File: src/rtl/serial_cmp_ctrl.sv
// Sequencer for the bit-serial magnitude comparator: shifts two parallel operands
// into it LSB-first and registers the three-way result. SERIALCMP_SIGNED_EN selects a two's-complement compare.
//
// state  | meaning
// -------+-----------------------------------------------------------
// IDLE   | ready for start; comparator held out of clear
// CLEAR  | comparator cleared for one cycle
// SHIFT  | WIDTH cycles, one operand bit pair per cycle, LSB first
// SAMPLE | comparator holds its final decision; captured on exit
// DONE   | one-cycle done pulse
module serial_cmp_ctrl #(
    parameter int WIDTH = 8
) (
    input  logic             clk,
    input  logic             reset,
    input  logic             start,
    input  logic [WIDTH-1:0] op_a,
    input  logic [WIDTH-1:0] op_b,
    output logic             ready,
    output logic             done,
    output logic             lt,
    output logic             eq,
    output logic             gt,
    output logic             err,
    output logic             cmp_a,
    output logic             cmp_b,
    output logic             cmp_reset,
    input  logic             cmp_alessb,
    input  logic             cmp_aequalb,
    input  logic             cmp_agreatb
);

    localparam int CW = (WIDTH > 1) ? $clog2(WIDTH) : 1;

    typedef enum logic [2:0] {
        S_IDLE,
        S_CLEAR,
        S_SHIFT,
        S_SAMPLE,
        S_DONE
    } state_t;

    state_t           state;
    state_t           state_nxt;
    logic [WIDTH-1:0] sra;
    logic [WIDTH-1:0] srb;
    logic [CW-1:0]    cnt;
    logic             last_bit;
    logic             shifting;
    logic             onehot;

    assign last_bit = (cnt == CW'(WIDTH - 1));
    assign shifting = (state == S_SHIFT);
    assign onehot   = ( cmp_alessb & ~cmp_aequalb & ~cmp_agreatb) |
                      (~cmp_alessb &  cmp_aequalb & ~cmp_agreatb) |
                      (~cmp_alessb & ~cmp_aequalb &  cmp_agreatb);

    always_ff @(posedge clk or negedge reset) begin
        if (!reset) begin
            state <= S_IDLE;
        end else begin
            state <= state_nxt;
        end
    end

    always_comb begin
        state_nxt = state;
        case (state)
            S_IDLE:   if (start) state_nxt = S_CLEAR;
            S_CLEAR:  state_nxt = S_SHIFT;
            S_SHIFT:  if (last_bit) state_nxt = S_SAMPLE;
            S_SAMPLE: state_nxt = S_DONE;
            S_DONE:   state_nxt = S_IDLE;
            default:  state_nxt = S_IDLE;
        endcase
    end

    // cmp_reset is a flop so it can be low during reset yet high in IDLE afterwards
    always_ff @(posedge clk or negedge reset) begin
        if (!reset) begin
            sra       <= '0;
            srb       <= '0;
            cnt       <= '0;
            lt        <= 1'b0;
            eq        <= 1'b0;
            gt        <= 1'b0;
            err       <= 1'b0;
            cmp_reset <= 1'b0;
        end else begin
            cmp_reset <= (state_nxt != S_CLEAR);
            case (state)
                S_IDLE: begin
                    if (start) begin
                        sra <= op_a;
                        srb <= op_b;
                        cnt <= '0;
                    end
                end
                S_SHIFT: begin
                    sra <= {1'b0, sra[WIDTH-1:1]};
                    srb <= {1'b0, srb[WIDTH-1:1]};
                    if (!last_bit) cnt <= cnt + CW'(1);
                end
                S_SAMPLE: begin
                    lt  <= cmp_alessb;
                    eq  <= cmp_aequalb;
                    gt  <= cmp_agreatb;
                    err <= ~onehot;
                end
                default: ;
            endcase
        end
    end

    assign ready = (state == S_IDLE);
    assign done  = (state == S_DONE);

`ifdef SERIALCMP_SIGNED_EN
    logic swap;
    // Swapping the sign bits lets the last-bit-dominant comparator order signed values.
    assign swap  = shifting & last_bit;
    assign cmp_a = shifting & (swap ? srb[0] : sra[0]);
    assign cmp_b = shifting & (swap ? sra[0] : srb[0]);
`else
    assign cmp_a = shifting & sra[0];
    assign cmp_b = shifting & srb[0];
`endif

endmodule
File: config.mk
export PLATFORM = sky130hd
export DESIGN_NAME = serial_cmp_ctrl
export DESIGN_NICKNAME = d
export VERILOG_FILES = /design/src/rtl/serial_cmp_ctrl.sv
export SDC_FILE = /design/constraint.sdc
export NUM_CORES = 1
export LEC_CHECK = 0
export ABC_CLOCK_PERIOD_IN_PS = 3600
export BUFFER_PORTS_ARGS = -buffer_cell sky130_fd_sc_hd__buf_2
export CAP_MARGIN = 20
export CORE_ASPECT_RATIO = 1.5
export CORE_MARGIN = 1.5
export CORE_UTILIZATION = 51
export CTS_CLUSTER_SIZE = 20
export DETAILED_ROUTE_END_ITERATION = 7
export PLACE_DENSITY = 0.77
export SLEW_MARGIN = 20
export SYNTH_ARGS = -nofsm -noshare
export SYNTH_HDL_FRONTEND = slang
export SYNTH_SLANG_ARGS = --single-unit
File: constraint.sdc
create_clock -name clk -period 3.6 [get_ports clk]
set_clock_uncertainty 0.2 [all_clocks]
set_input_delay 0.54 -clock clk [delete_from_list [all_inputs] [get_ports clk]]
set_output_delay 0.54 -clock clk [all_outputs]
set_load 0.005 [all_outputs]
After elaboration in Yosys (flattened, before gate mapping)
Cells that the tools add are included.

Bits in registers: 27. Bits of input ports: 22. Output and inout port bits: 9. Logic and storage cells: 46.

$add $sub $neg: 1. Equal/unequal tests: 8. Multiplexer cells: 10. Bitwise logic cells: 14. Reductions and logical operators: 4.

Operator list (number): $pmux W8 S2 (2); $mux W8 (2); $mux W3 (4); $pmux W3 S4 (1); $and A1 B1 Y1 (8); $eq A3 B2 Y1 const B (2); $eq A3 B3 Y1 const B (2); $pmux W3 S2 (1); $ne A2 B2 Y1 const B (2); $not A1 Y1 (4); $add A3 B1 Y3 const B (1); $eq A3 B1 Y1 const B (1); $logic_not A3 Y1 (1); $ne A3 B1 Y1 const B (1); $reduce_and A3 Y1 (1); $or A1 B1 Y1 (2); $reduce_and A2 Y1 (1); $reduce_bool A2 Y1 (1).

Longest topological paths before layout
Gate-level depths: netlist of run 1.

Depth in word-level cells: 6. Mapped depth: 5. Depth with buffers taken out: 5.

Least setup slack after synthesis of run 1
No wires, ideal clock.

Path type: register to output. Start point: reg state[0]. End point: out cmp_a. Arrival time: 1.177 ns. Required time: 2.860 ns. Setup slack: 1.683 ns. Stages on the path, launching flop included: 5. Path buffers: 2. Cells stage by stage: dfrtp_1 buf_6 nor3b_2 clkbuf_1 and2_1.

Longest elaborated chain between the ends: 2.

RTL lines: start, declared (line 43) `state_t state;`; start signal, assigned (line 62) `state <= state_nxt;`; $eq A3 B2 Y1 (line 53) `assign shifting = (state == S_SHIFT);`; $and A1 B1 Y1 (line 125) `assign cmp_a = shifting & sra[0];`; end, declared (line 25) `output logic cmp_a,`.

Every way passes these cells.

Worst setup path after layout of run 1
Start point: reg state[1]. End point: out cmp_b.

Longest elaborated chain between the ends: 2.

RTL lines: $eq A3 B2 Y1 (line 53); $and A1 B1 Y1 (line 126) `assign cmp_b = shifting & srb[0];`; end, declared (line 26) `output logic cmp_b,`.

Every way passes these cells.

==> results of run 1 <==
[final cells by class]
cell class	count	area [µm²]
Tap cell	23	28.8
Inverter	2	7.51
Clock buffer	4	26.3
Multi-Input combinational cell	57	503
Timing Repair Buffer	31	158
Fill cell	171	861
Sequential cell	27	676
[where the power goes]
| group | switching (mW) | internal [mW] | leakage (nW) |
|---|---|---|---|
| clock network | 0.0845 | 0.0433 | 0.0150 |
| registers | 0.103 | 0.450 | 0.316 |
| logic | 0.239 | 0.307 | 0.309 |
| total | 0.426 | 0.800 | 0.640 |
[worst max path at each step]
stage | to | cells past startpoint | slack (ps)
2_1_floorplan | cmp_a | 4 | 1680
3_3_place_gp | cmp_b | 3 | 1420
3_5_place_dp | cmp_b | 3 | 1360
4_1_cts | cmp_b | 3 | 980
5_1_grt | cmp_a | 3 | 800
6_report | cmp_b | 3 | 980
[cell families after synthesis]
kind of cell             Yosys count  share of synthesized area
AND/OR/NAND/NOR                   28                      0.162
flip-flops                        27                      0.545
AO/OA/AOI/OAI                     20                      0.163
buffers and inverters              9                     0.0494
multiplexers                       5                     0.0454
XOR/XNOR                           2                     0.0141
adder cells (fa/ha/maj)            2                     0.0202
[state kept, by name, summed over array words and instances, names as in the netlist]
register / flops
cmp_reset: 1
gt: 1
state: 3
cnt: 3
lt: 1
sra: 8
err: 1
eq: 1
srb: 8
[per-layer routing]
| metal | share of wire | wire length [µm] | vias up |
|---|---|---|---|
| li1 | - | - | 413 |
| met2 | 0.48 | 1070 | 28 |
| met5 | 0 | 0 | - |
| met1 | 0.44 | 970 | 403 |
| met3 | 0.046 | 103 | 8 |
| met4 | 0.035 | 77 | 0 |
[cell usage after synthesis]
cell	number	share of area
nor3b_1	1	0.0061
inv_2	1	0.0030
nor2_1	2	0.0061
inv_1	1	0.0030
ha_1	2	0.020
nor4b_4	1	0.019
xnor2_1	1	0.0071
clkbuf_1	2	0.0061
o21ai_0	2	0.0081
mux2_2	5	0.045
nor4b_2	1	0.012
dfrtp_1	27	0.54
buf_2	1	0.0040
o221a_2	6	0.054
o221a_1	8	0.073
xor2_1	1	0.0071
buf_4	1	0.0061
nand2_1	2	0.0061
nand3b_1	1	0.0061
and2_1	2	0.010
or3b_1	1	0.0071
buf_6	3	0.027
or3_1	14	0.071
nor3_1	1	0.0040
a22o_1	4	0.028
nor3b_2	1	0.010
nor2_2	1	0.0050
[placed cells by master, fill, tap and decap left out, types with 2 or more instances in the layout]
cell type / synthesis / routed
clkbuf_4: 0 / 3
ha_1: 2 / 2
mux2_2: 5 / 5
and2_1: 2 / 2
a22o_1: 4 / 4
o21ai_0: 2 / 2
dfrtp_1: 27 / 27
nand2_1: 2 / 2
o221a_2: 6 / 6
o221a_1: 8 / 8
or3_1: 14 / 14
nor2_1: 2 / 2
buf_2: 1 / 30
==> run summary, run 1 <==
TritonCTS built the clock tree. The routed layout has 852 vias. The number of buffers inserted by port buffering came out at 30. The detail route stage leaves a number of antenna-violating nets equal to 0. Of the synthesized area, sequential elements account for 0.545. The count of buffering cells on the critical path with inverters included came out at 1. For the pin with the worst max-slew slack, the measured transition is 781 ps.

The standard cell core area is approximately 2300 µm². The number of setup buffers added after CTS is 0. The capturing point of the worst reg2reg path is srb[6].

Summed over all nets, the half-perimeter wirelength after detailed placement is 1610 µm. The path class of the tightest hold or removal check is input pin to async pin. The number of top-level pins is 31.

The root buffer cell chosen for the clock tree is clkbuf_4. For this run, global-route usage on met3 was measured as 0.0401. In this run the critical register-to-register path is launched from state[1]. After detailed placement, the total cell area comes to 1370 µm². The sum of routed wire length over all layers came out at between 2000 and 2500 µm. Data arrives at the worst endpoint at 1880 ps. Across the run, the number of max-cap violations was 0. The die height came out at 63.4 µm.

The worst pin sits at a relative slew slack of 0.477. The minimum clock period came out at 2620 ps. The nature of the critical path endpoint is an output port.

IR analysis of the VDD net gives a maximum drop of 512 µV. The flow ran to the end, but the final reports show violations. The initial standard-cell utilization of the core is 0.549. The synthesized netlist net count came out at 117. The number of optimization iterations in the first detailed-route pass is 4.

The placement row count is 21. The analysis attributes to cell leakage a power of 0.640 nW. The final clock period utilization by the worst path is 0.728.

The via count of the first global-routing pass came to 897. The number of synthesized register bits is 27. The detailed router finished its first iteration with 20 violations. The register-to-register setup slack is between 1500 and 2000 ps.

Tracing the worst setup path back leads to its startpoint at state[1]. Once layout is complete, the utilization of the core stands at 0.619. 0 antenna diodes ended up in the layout. The hold violation total from the final report is 17. After layout, the design draws a total of 1.23 mW. Clock latency on the worst-skew pair, taken at its later pin, is 320 ps. After global routing the overflow that remains totals 0. The slowest cell on the critical path is nor3b_2. The layout overhead on the synthesized area came out at 12.8%. The cell area after synthesis is approximately 1200 µm². The maximum fanout along the worst path came out at 18. The cell count after synthesis is just over 90. Broken down by cell family, the worst path's largest delay share belongs to simple AND/OR/NAND/NOR gates. Walking the worst path, the cells encountered are nor3b_2 -> and2_1 -> buf_2. The total negative slack for setup checks came out at 0 ps.

The final standard cell area without fillers is 1400 µm². The number of warnings printed during yosys synthesis is 0. The worst setup path is launched from a flip-flop. The number of antenna violations at the first check in global routing came out at 0. The maximum clock path buffer count came out at 2. The critical path data required time came out at 2860 ps. The delay of the slowest critical-path stage is roughly 710 ps.

The net count of the finished layout is 146. The length in cells of the worst reg-to-reg path came out at 3. The timing-limited maximum frequency is around 0.38 GHz. The count of final setup violators is 0. The synthesized area divided by synthesized cell count came out at 13.3 µm². Including well taps, the total number of placed cells is 140.

In this run the most used layer during global routing was met2. The worst slack at placement is 1360 ps. Dividing the detail-routed wire length by the instance count gives approximately 15 µm. The checks that failed: negative hold slack.

The count of pins over their slew limit came to 0. For this design the ratio of total power to cell area is roughly 900 nW/µm². In this run the number of H-tree levels came out at 1. The kind of critical path is flip-flop to output port. Hold timing on the final database bottoms out at a slack of -9.41 ps. The total DRC errors in the routed layout is 0. For this design, the CTS-stage hold fixing added 0 buffers.

The layout cell share with drive strength beyond 1 is 0.413. Yosys mapped the design onto 27 distinct sky130hd cell types. The placer congestion estimate is 0.695. The number of clock sinks is 27. The count of cells resized by post-cts repair is 0. After clock tree synthesis, the clock-pin slew on the worst setup and hold paths is 140 ps. The final worst slack is 980 ps. The total CTS buffers came out at 3. Setup repair after global routing left no endpoint under its margin. The pin count of the biggest net entering global routing is 28. The final non-filler cell total is 144. From left edge to right edge, the die measures 43.3 µm. The first global-routing pass estimated between 3000 and 4000 µm of wire. The detail-routed via count per cell came out at about 5.9. The die footprint is roughly 2700 µm².

Across every metal layer, demand over resource in global routing totals 0.181. The global-route track usage on met2 is 0.282. The global routing met1 resource utilization is 0.231.
No activity file was read; power rests on OpenSTA's default activity.
==> run 2: changes to the inputs <==
Settings changed: ABC_AREA set to 1, ABC_CLOCK_PERIOD_IN_PS 3600 to 2400, CORE_UTILIZATION 51 to 48, PLACE_DENSITY 0.77 to 0.74.
Clock period 3.6 ns to 2.4 ns, I/O delays scaled along.
==> run 2 against run 1 <==
The flow now finishes without violations. Area after synthesis grew 18%. Synthesized cell count increased by 120%. Setup slack worse by 650 ps. Wire length grew 25%. Core utilization shrank 3.8 points. Flip-flop and latch count unchanged. Sequential share of layout area is 8.4 points lower. Combinational power increased by 79%. Design area is 21% higher. Hold slack better by 110 ps. Sequential power up 44%. Non-clock buffer count up 3. Critical endpoint unchanged. Largest power group is now combinational logic.
==> run summary, run 2 <==
Setup repair after global routing left no endpoint under its margin. The design internal power is 1.16 mW (+45%). The first-pass GRT wire length came out at 4820 µm (+27%). The maximum fanout along the worst path is 20 (+2). The actual transition at the worst max-transition pin came out at 672 ps (-109 ps). The area used by sequential logic in the layout is 676 µm² (unchanged).

The hold violation total from the final report is 0 (-17). The synthesized netlist net count is 227 (+94%). The wire length on met2 was 1400 µm (+31%). The placer congestion estimate came out at 0.809 (+16%). In this run the top signal layer used is met4. The placement row count is 24 (+14%). The maximum clock path buffer count is 2 (unchanged). The headroom to the max-slew limit is 0.552 (+0.0747).

The flow ran to the end, and the final reports show no timing, DRC or antenna violations. The worst setup path is launched from a flip-flop. The worst hold path belongs to the class input pin to flip-flop. The placed cell count is 266 (+90%). The data arrival time at the worst-slack endpoint came out at 1510 ps (-370 ps). The switching power summed over all nets is 876 µW (+110%).

The layout cell share with drive strength beyond 1 is 0.224 (-0.189). The number of buffers inserted by port buffering is 30 (unchanged). The share of synthesized area occupied by flip-flops and latches came out at 0.462 (-0.0834). Leaving out fill and tap cells, the most frequent cells in the layout are nand2_1, inv_1, buf_2. The die footprint is 3400 µm² (+24%). The total number of nets in the final design is 257 (+76%). The most common cell in the synthesized netlist is nand2_1. The critical path data required time came out at 1840 ps (-1020 ps). After synthesis, the most frequently instantiated cells are nand2_1, inv_1, dfrtp_1.

The worst setup path is captured at an output port. The switching power as a share of total power is 0.431 (+0.0830). The area fraction of the dominant cell type after synthesis is 0.462 (-0.0834). The die height was 70.6 µm (+11%).

The standard cell core area is 2910 µm² (+29%). The number of fillers in the final layout came out at 309 (+81%). The number of library cell types mapped by synthesis came out at 17 (-37%). The total CTS buffers came out at 3 (unchanged). The detail-routed via count per cell came out at 4.72 (-20%). The clock network fraction of design power came out at 0.128 (+0.024). Timing would allow up to between 0.4 and 0.5 GHz. The fraction of registers with async set/reset is 1.00 (unchanged). The total negative slack for setup checks is 0 ps (unchanged). The antenna cell count came out at 0 (unchanged). The sum of overflow across all layers after global routing came out at 0 (unchanged). The largest registers in the layout are sra x8, srb x8. Among all flip-flop cells after synthesis, the most frequent one is dfrtp_1. The via count of the first global-routing pass came to 1184 (+32%). The routed length on met3 is 106 µm (+2.9%). The final antenna-violating net count came out at 0 (unchanged).

The number of clock sinks was 27 (unchanged). The biggest area contributor in the post-synthesis netlist is dfrtp_1. The die boundary width came out at 48.1 µm (+11%).

The number of synthesized register bits is 27 (unchanged). The sum of net half-perimeters after detailed placement is 2000 µm (+24%). The sequential cell fraction of total power is 0.392 (-0.059).

The final worst slack was 329 ps (-650 ps). The number of top-level pins is 31 (unchanged). The number of warnings printed during yosys synthesis is 0 (unchanged).

The combinational fraction of design power is 0.480 (+0.035). The routed length per placed instance was 10.2 µm (-34%). The most common cell after layout, fill and taps aside is nand2_1. The count of pins over their slew limit came out at 0 (unchanged).

The area of the multi-input gates came out at 537 µm² (+6.7%). The global routing usage summed across all routing layers came out at 0.196 (+0.0145). The power density over the cells came to 1200 nW/µm² (+37%). The register clock-pin slew on the reported worst setup and hold paths came out at 90 ps (-50 ps). The cell area after synthesis was 1460 µm² (+18%). The final non-filler cell total is 271 (+88%). The cell sitting at the root of the clock tree is a clkbuf_8. The worst hold margin came to 101 ps (+110 ps). The number of antenna violations at the first check in global routing came out at 0 (unchanged). The peak supply drop is 770 µV (+50%). The number of DRC violations after detailed-routing iteration 0 is 16 (-20%). The total DRC errors in the routed layout came out at 0 (unchanged).

The layout overhead on the synthesized area is 15.6%. The minimum clock period came out at 2070 ps. The cell count after synthesis is 203 (+120%).

The number of max-cap violations is 0 (unchanged). The leakage power of the design came out at 1.08 nW (+68%). The count of final setup violators came to 0 (unchanged).

The total via count in the routed design is 1279 (+50%). The pin count of the biggest net entering global routing came out at 28 (unchanged). The number of optimization iterations in the first detailed-route pass came out at 5 (+1).

The final clock period utilization by the worst path is 0.863. Yosys attributes the largest share of cell area to dfrtp_1, nand2_1, inv_1. The clock latency at the later pin of the worst-skew pair came out at 280 ps (-40 ps).

The sum of routed wire length over all layers came out at 2770 µm (+25%). The worst slack at placement came out at 673 ps (-692 ps). The synthesized area divided by synthesized cell count came out at 7.21 µm² (-46%). The met1 routed wirelength after detailed routing is 1190 µm (+23%). The H-tree level count came to 1 (unchanged).

By startpoint and endpoint, the worst setup path is classified as flip-flop to output port. The number of flops mapped to enable cells by yosys is 0 (unchanged). The number of setup buffers added after CTS is 0 (unchanged). The initial standard-cell utilization of the core is 0.503 (-0.0461). TritonCTS built the clock tree.
==> run 2: changes by cell type after synthesis, sizes merged, moves of 14 or more <==
cell	change
nand4	+14
nor2	+19
or3	-14
nand3	+20
nand2	+44
o221a	-14
inv	+52
==> run 2: path summary, 6_finish.rpt <==
kind | startpoint | to | slack [ps] | cells past startpoint
worst min register to register | err | err | 290 | 2
min in group asynchronous | reset | state[1] | 410 | 2
worst max-delay path | state[1] | cmp_b | 330 | 3
max in group asynchronous | reset | srb[3] | 1200 | 2
worst max register to register | state[1] | sra[0] | 700 | 5
worst min-delay path | op_a[7] | sra[7] | 100 | 3
==> run 2: repair_timing <==
action	CTS	global route
endpoints found under the hold margin	27	0
gates resized for setup	0	0
hold buffers	1	0
==> run 2: metal layers <==
metal,vias up,GRT usage
met5,-,0
met4,0,0.111
met3,5,0.0230
met2,29,0.324
met1,579,0.228
li1,666,-
==> run 2: logic make-up (layout without fill, tap and decap cells) <==
group / after synthesis / count (layout) / share of synthesized area
adder cells (fa/ha/maj): 2 / 2 / 0.0171
flip-flops: 27 / 27 / 0.462
AO/OA/AOI/OAI: 7 / 7 / 0.0265
buffers and inverters: 63 / 92 / 0.172
AND/OR/NAND/NOR: 104 / 104 / 0.323
==> run 2: power groups by stage <==
stage                     sequential [mW]  combinational, mW  clock (mW)
after floorplan                     0.754              0.791           0
after global placement              0.804              0.967           0
after detailed placement            0.807              0.989           0
after CTS                           0.798              0.994       0.273
after global routing                0.826               1.14       0.296
final                               0.798              0.977       0.260
==> run 2: critical path, cell delays in order, from the launching register on <==
cell	delay, ps
dfrtp_1	790
nand2_1	210
nor2_1	120
buf_2	120
==> run 2: area by class of cell <==
| class | instances | area share |
|---|---|---|
| clock inverters | 1 | 0.00296 |
| inverters | 54 | 0.120 |
| repair buffers | 34 | 0.108 |
| multi-input cells | 113 | 0.317 |
| well taps | 39 | 0.0288 |
| flip-flops and latches | 27 | 0.399 |
| clock buffers | 3 | 0.0244 |
==> run 2: per-stage QoR <==
stage                     power [mW]   util  area, µm²
after floorplan                 1.55      -       1460
after global placement          1.77  0.562       1640
after detailed placement        1.80  0.562       1640
after CTS                       2.06  0.581       1690
after global routing            2.26  0.581       1690
final                           2.03  0.581       1690
==> run 3: changes to the inputs <==
Settings changed: PLACE_DENSITY 0.74 to 0.71.
==> run 3 against run 2 <==
Die area stayed put. Critical endpoint is now cmp_a. First-iteration DRC count is 44% higher. Critical path type unchanged. Register-to-register slack better by 110 ps. Clock power is 2% lower. Largest cell class unchanged.
==> run summary, run 3 (synthesis gave the netlist of run 2 again) <==
The cell depth of the worst min-delay path came to 3 (unchanged). The placement row count is 24 (unchanged). The final antenna-violating net count is 0 (unchanged).

The final worst slack is 561 ps (+232 ps). The routed length per placed instance was 10.1 µm (-0.91%). The via count of the first global-routing pass is 1201 (+1.4%). The maximum fanout along the worst path is 8 (-60%). The start point of the critical path is state[2]. The sum of internal, switching and leakage power is 2.05 mW (+0.61%). The number of DRC violations after detailed-routing iteration 0 came out at 23 (+7).

The layout cell share with drive strength beyond 1 is 0.223 (-0.000962). The peak supply drop came out at 639 µV (-17%). The worst setup path is launched from a flip-flop.

The delay of the slowest critical-path stage is 450 ps (-340 ps). The standard cell core area is 2910 µm² (unchanged). The total via count in the routed design was 1270 (-0.70%). The number of optimization iterations in the first detailed-route pass is 4 (-1). The number of antenna violations at the first check in global routing came out at 0 (unchanged). The critical path data required time was 1840 ps (about the same). The antenna cell count came out at 0 (unchanged). The maximum clock path buffer count was 2 (unchanged).

The length in cells of the worst reg-to-reg path is 5 (unchanged). The capturing point of the worst reg2reg path is sra[2]. In this run the clock root is driven by a clkbuf_8. The total DRC errors in the routed layout is 0 (unchanged). The actual transition at the worst max-transition pin is 605 ps (-66.6 ps). The leakage power of the design came out at 1.08 nW (+0.19%).

The timing-limited maximum frequency came to 0.544 GHz (+13%). The register clock-pin slew on the reported worst setup and hold paths is 90 ps (about the same). The worst hold margin was 115 ps (+14.7 ps). The global routing usage summed across all routing layers is 0.194 (-0.00157). The layout overhead on the synthesized area came out at 16.1%. The hold violation total from the final report is 0 (unchanged).

Walking the worst path, the cells encountered are nor2_4 -> nand2_1 -> nor2_1 -> buf_2. The largest registers in the layout are sra x8, srb x8. The initial standard-cell utilization of the core is 0.503 (unchanged). Setup repair after global routing left no endpoint under its margin. The number of top-level pins came out at 31 (unchanged). The worst hold path begins at op_a[7]. The number of setup buffers added after CTS came out at 0 (unchanged). The number of buffers inserted by port buffering came out at 30 (unchanged). The total CTS buffers is 3 (unchanged). The detail-routed via count per cell is 4.67 (-1.1%). The switching power summed over all nets was 874 µW (-0.20%). The switching power as a share of total power is 0.427 (-0.00347). The power density over the cells came to 1200 nW/µm² (+0.24%).

The kind of critical path is flip-flop to output port. On the critical path, the stage with the largest delay is an instance of dfrtp_1. The data arrival time at the worst-slack endpoint came out at 1280 ps (-230 ps). The placer congestion estimate came out at 0.781 (-3.5%). The die boundary width came to 48.1 µm (unchanged). The register-to-register setup slack is 810 ps (+110 ps). The H-tree level count is 1 (unchanged). The first-pass GRT wire length is 4920 µm (+2.0%). The total negative slack for setup checks came out at 0 ps (unchanged). The top cell types in the final layout, fill and taps aside, are nand2_1, inv_1, buf_2. The clock network fraction of design power came out at 0.125 (-0.003). The sum of routed wire length over all layers is 2760 µm (-0.54%). The number of max-cap violations was 0 (unchanged).

TritonCTS built the clock tree. The die footprint came out at 3400 µm² (unchanged). The minimum clock period is 1840 ps (-232 ps). The design internal power is 1.17 mW (+1.2%). The clock latency at the later pin of the worst-skew pair is 270 ps (about the same). The sequential cell fraction of total power came out at 0.380 (-0.012).

The combinational fraction of design power is 0.495 (+0.015). The headroom to the max-slew limit came to 0.596 (+0.0444). The library cell used most frequently in the layout, excluding fill and tap cells, is nand2_1. The number of clock sinks came out at 27 (unchanged). The count of final setup violators came out at 0 (unchanged). The run finished with clean final reports.

The worst slack at placement is 812 ps (+140 ps). The end-of-flow core utilization was 0.583 (+0.00215). In this run the critical register-to-register path is launched from state[1]. The die height is 70.6 µm (unchanged). The number of fillers in the final layout was 308 (-0.32%). The final clock period utilization by the worst path is 0.766 (-0.0965).

The worst setup path is captured at an output port. The sum of net half-perimeters after detailed placement is 2020 µm (+0.94%). The pin count of the biggest net entering global routing came to 28 (unchanged). The total number of nets in the final design was 258 (+0.39%). The sum of overflow across all layers after global routing came out at 0 (unchanged). The end point of the worst hold path is sra[7]. In this run the worst hold path is classified as input pin to flip-flop. The count of pins over their slew limit was 0 (unchanged).
[run 3: cell types whose count changed in the layout (fill, tap and decap cells not counted)]
cell,change
clkbuf_1,+1
buf_4,+1
clkinv_2,-1
[run 3: critical path, delay by kind of cell, from the launching register on]
| family | cells | cell delay (ps) |
|---|---|---|
| buffers and inverters | 1 | 110 |
| flip-flops | 1 | 450 |
| AND/OR/NAND/NOR | 3 | 450 |
[run 3: area by class of cell]
cell class | instances | area (µm²) | area share
clock buffer | 4 | 45.0 | 0.0265
inverter | 54 | 203 | 0.119
multi-input combinational | 113 | 537 | 0.316
sequential | 27 | 676 | 0.398
tap | 39 | 48.8 | 0.0287
timing repair buffer | 35 | 190 | 0.112
[run 3: power groups by stage]
stage / logic [mW] / registers [mW] / clock network (mW)
floorplan: 0.791 / 0.754 / 0
global placement: 0.998 / 0.785 / 0
detailed placement: 1.02 / 0.789 / 0
CTS: 1.03 / 0.781 / 0.264
global route: 1.19 / 0.806 / 0.286
finish: 1.01 / 0.778 / 0.255
[run 3: metrics by stage]
stage / area (µm²) / instances
after global routing: 1700 / 272
after floorplan: 1460 / 203
after global placement: 1640 / 267
final: 1700 / 272
after CTS: 1700 / 272
after detailed placement: 1640 / 267
[run 3: routing by layer]
| layer | global-route usage | up-vias | wire [µm] |
|---|---|---|---|
| met4 | 0.0721 | 0 | 25 |
| met3 | 0.0281 | 2 | 72 |
| met2 | 0.314 | 20 | 1400 |
| met5 | 0 | - | 0 |
| met1 | 0.253 | 577 | 1260 |
| li1 | - | 671 | - |
[run 3: worst max-delay path by stage]
stage / slack, ps / depth (start not counted) / endpoint
finish: 560 / 4 / cmp_a
detailed placement: 810 / 5 / sra[1]
CTS: 530 / 4 / cmp_a
global placement: 840 / 5 / cnt[1]
floorplan: 910 / 4 / cmp_a
global route: 410 / 3 / cmp_b
[run 3: what timing repair did]
item	CTS	global route
hold buffers	1	0
endpoints found under the hold margin	27	0
resized for setup	0	0
setup endpoints to repair	0	0
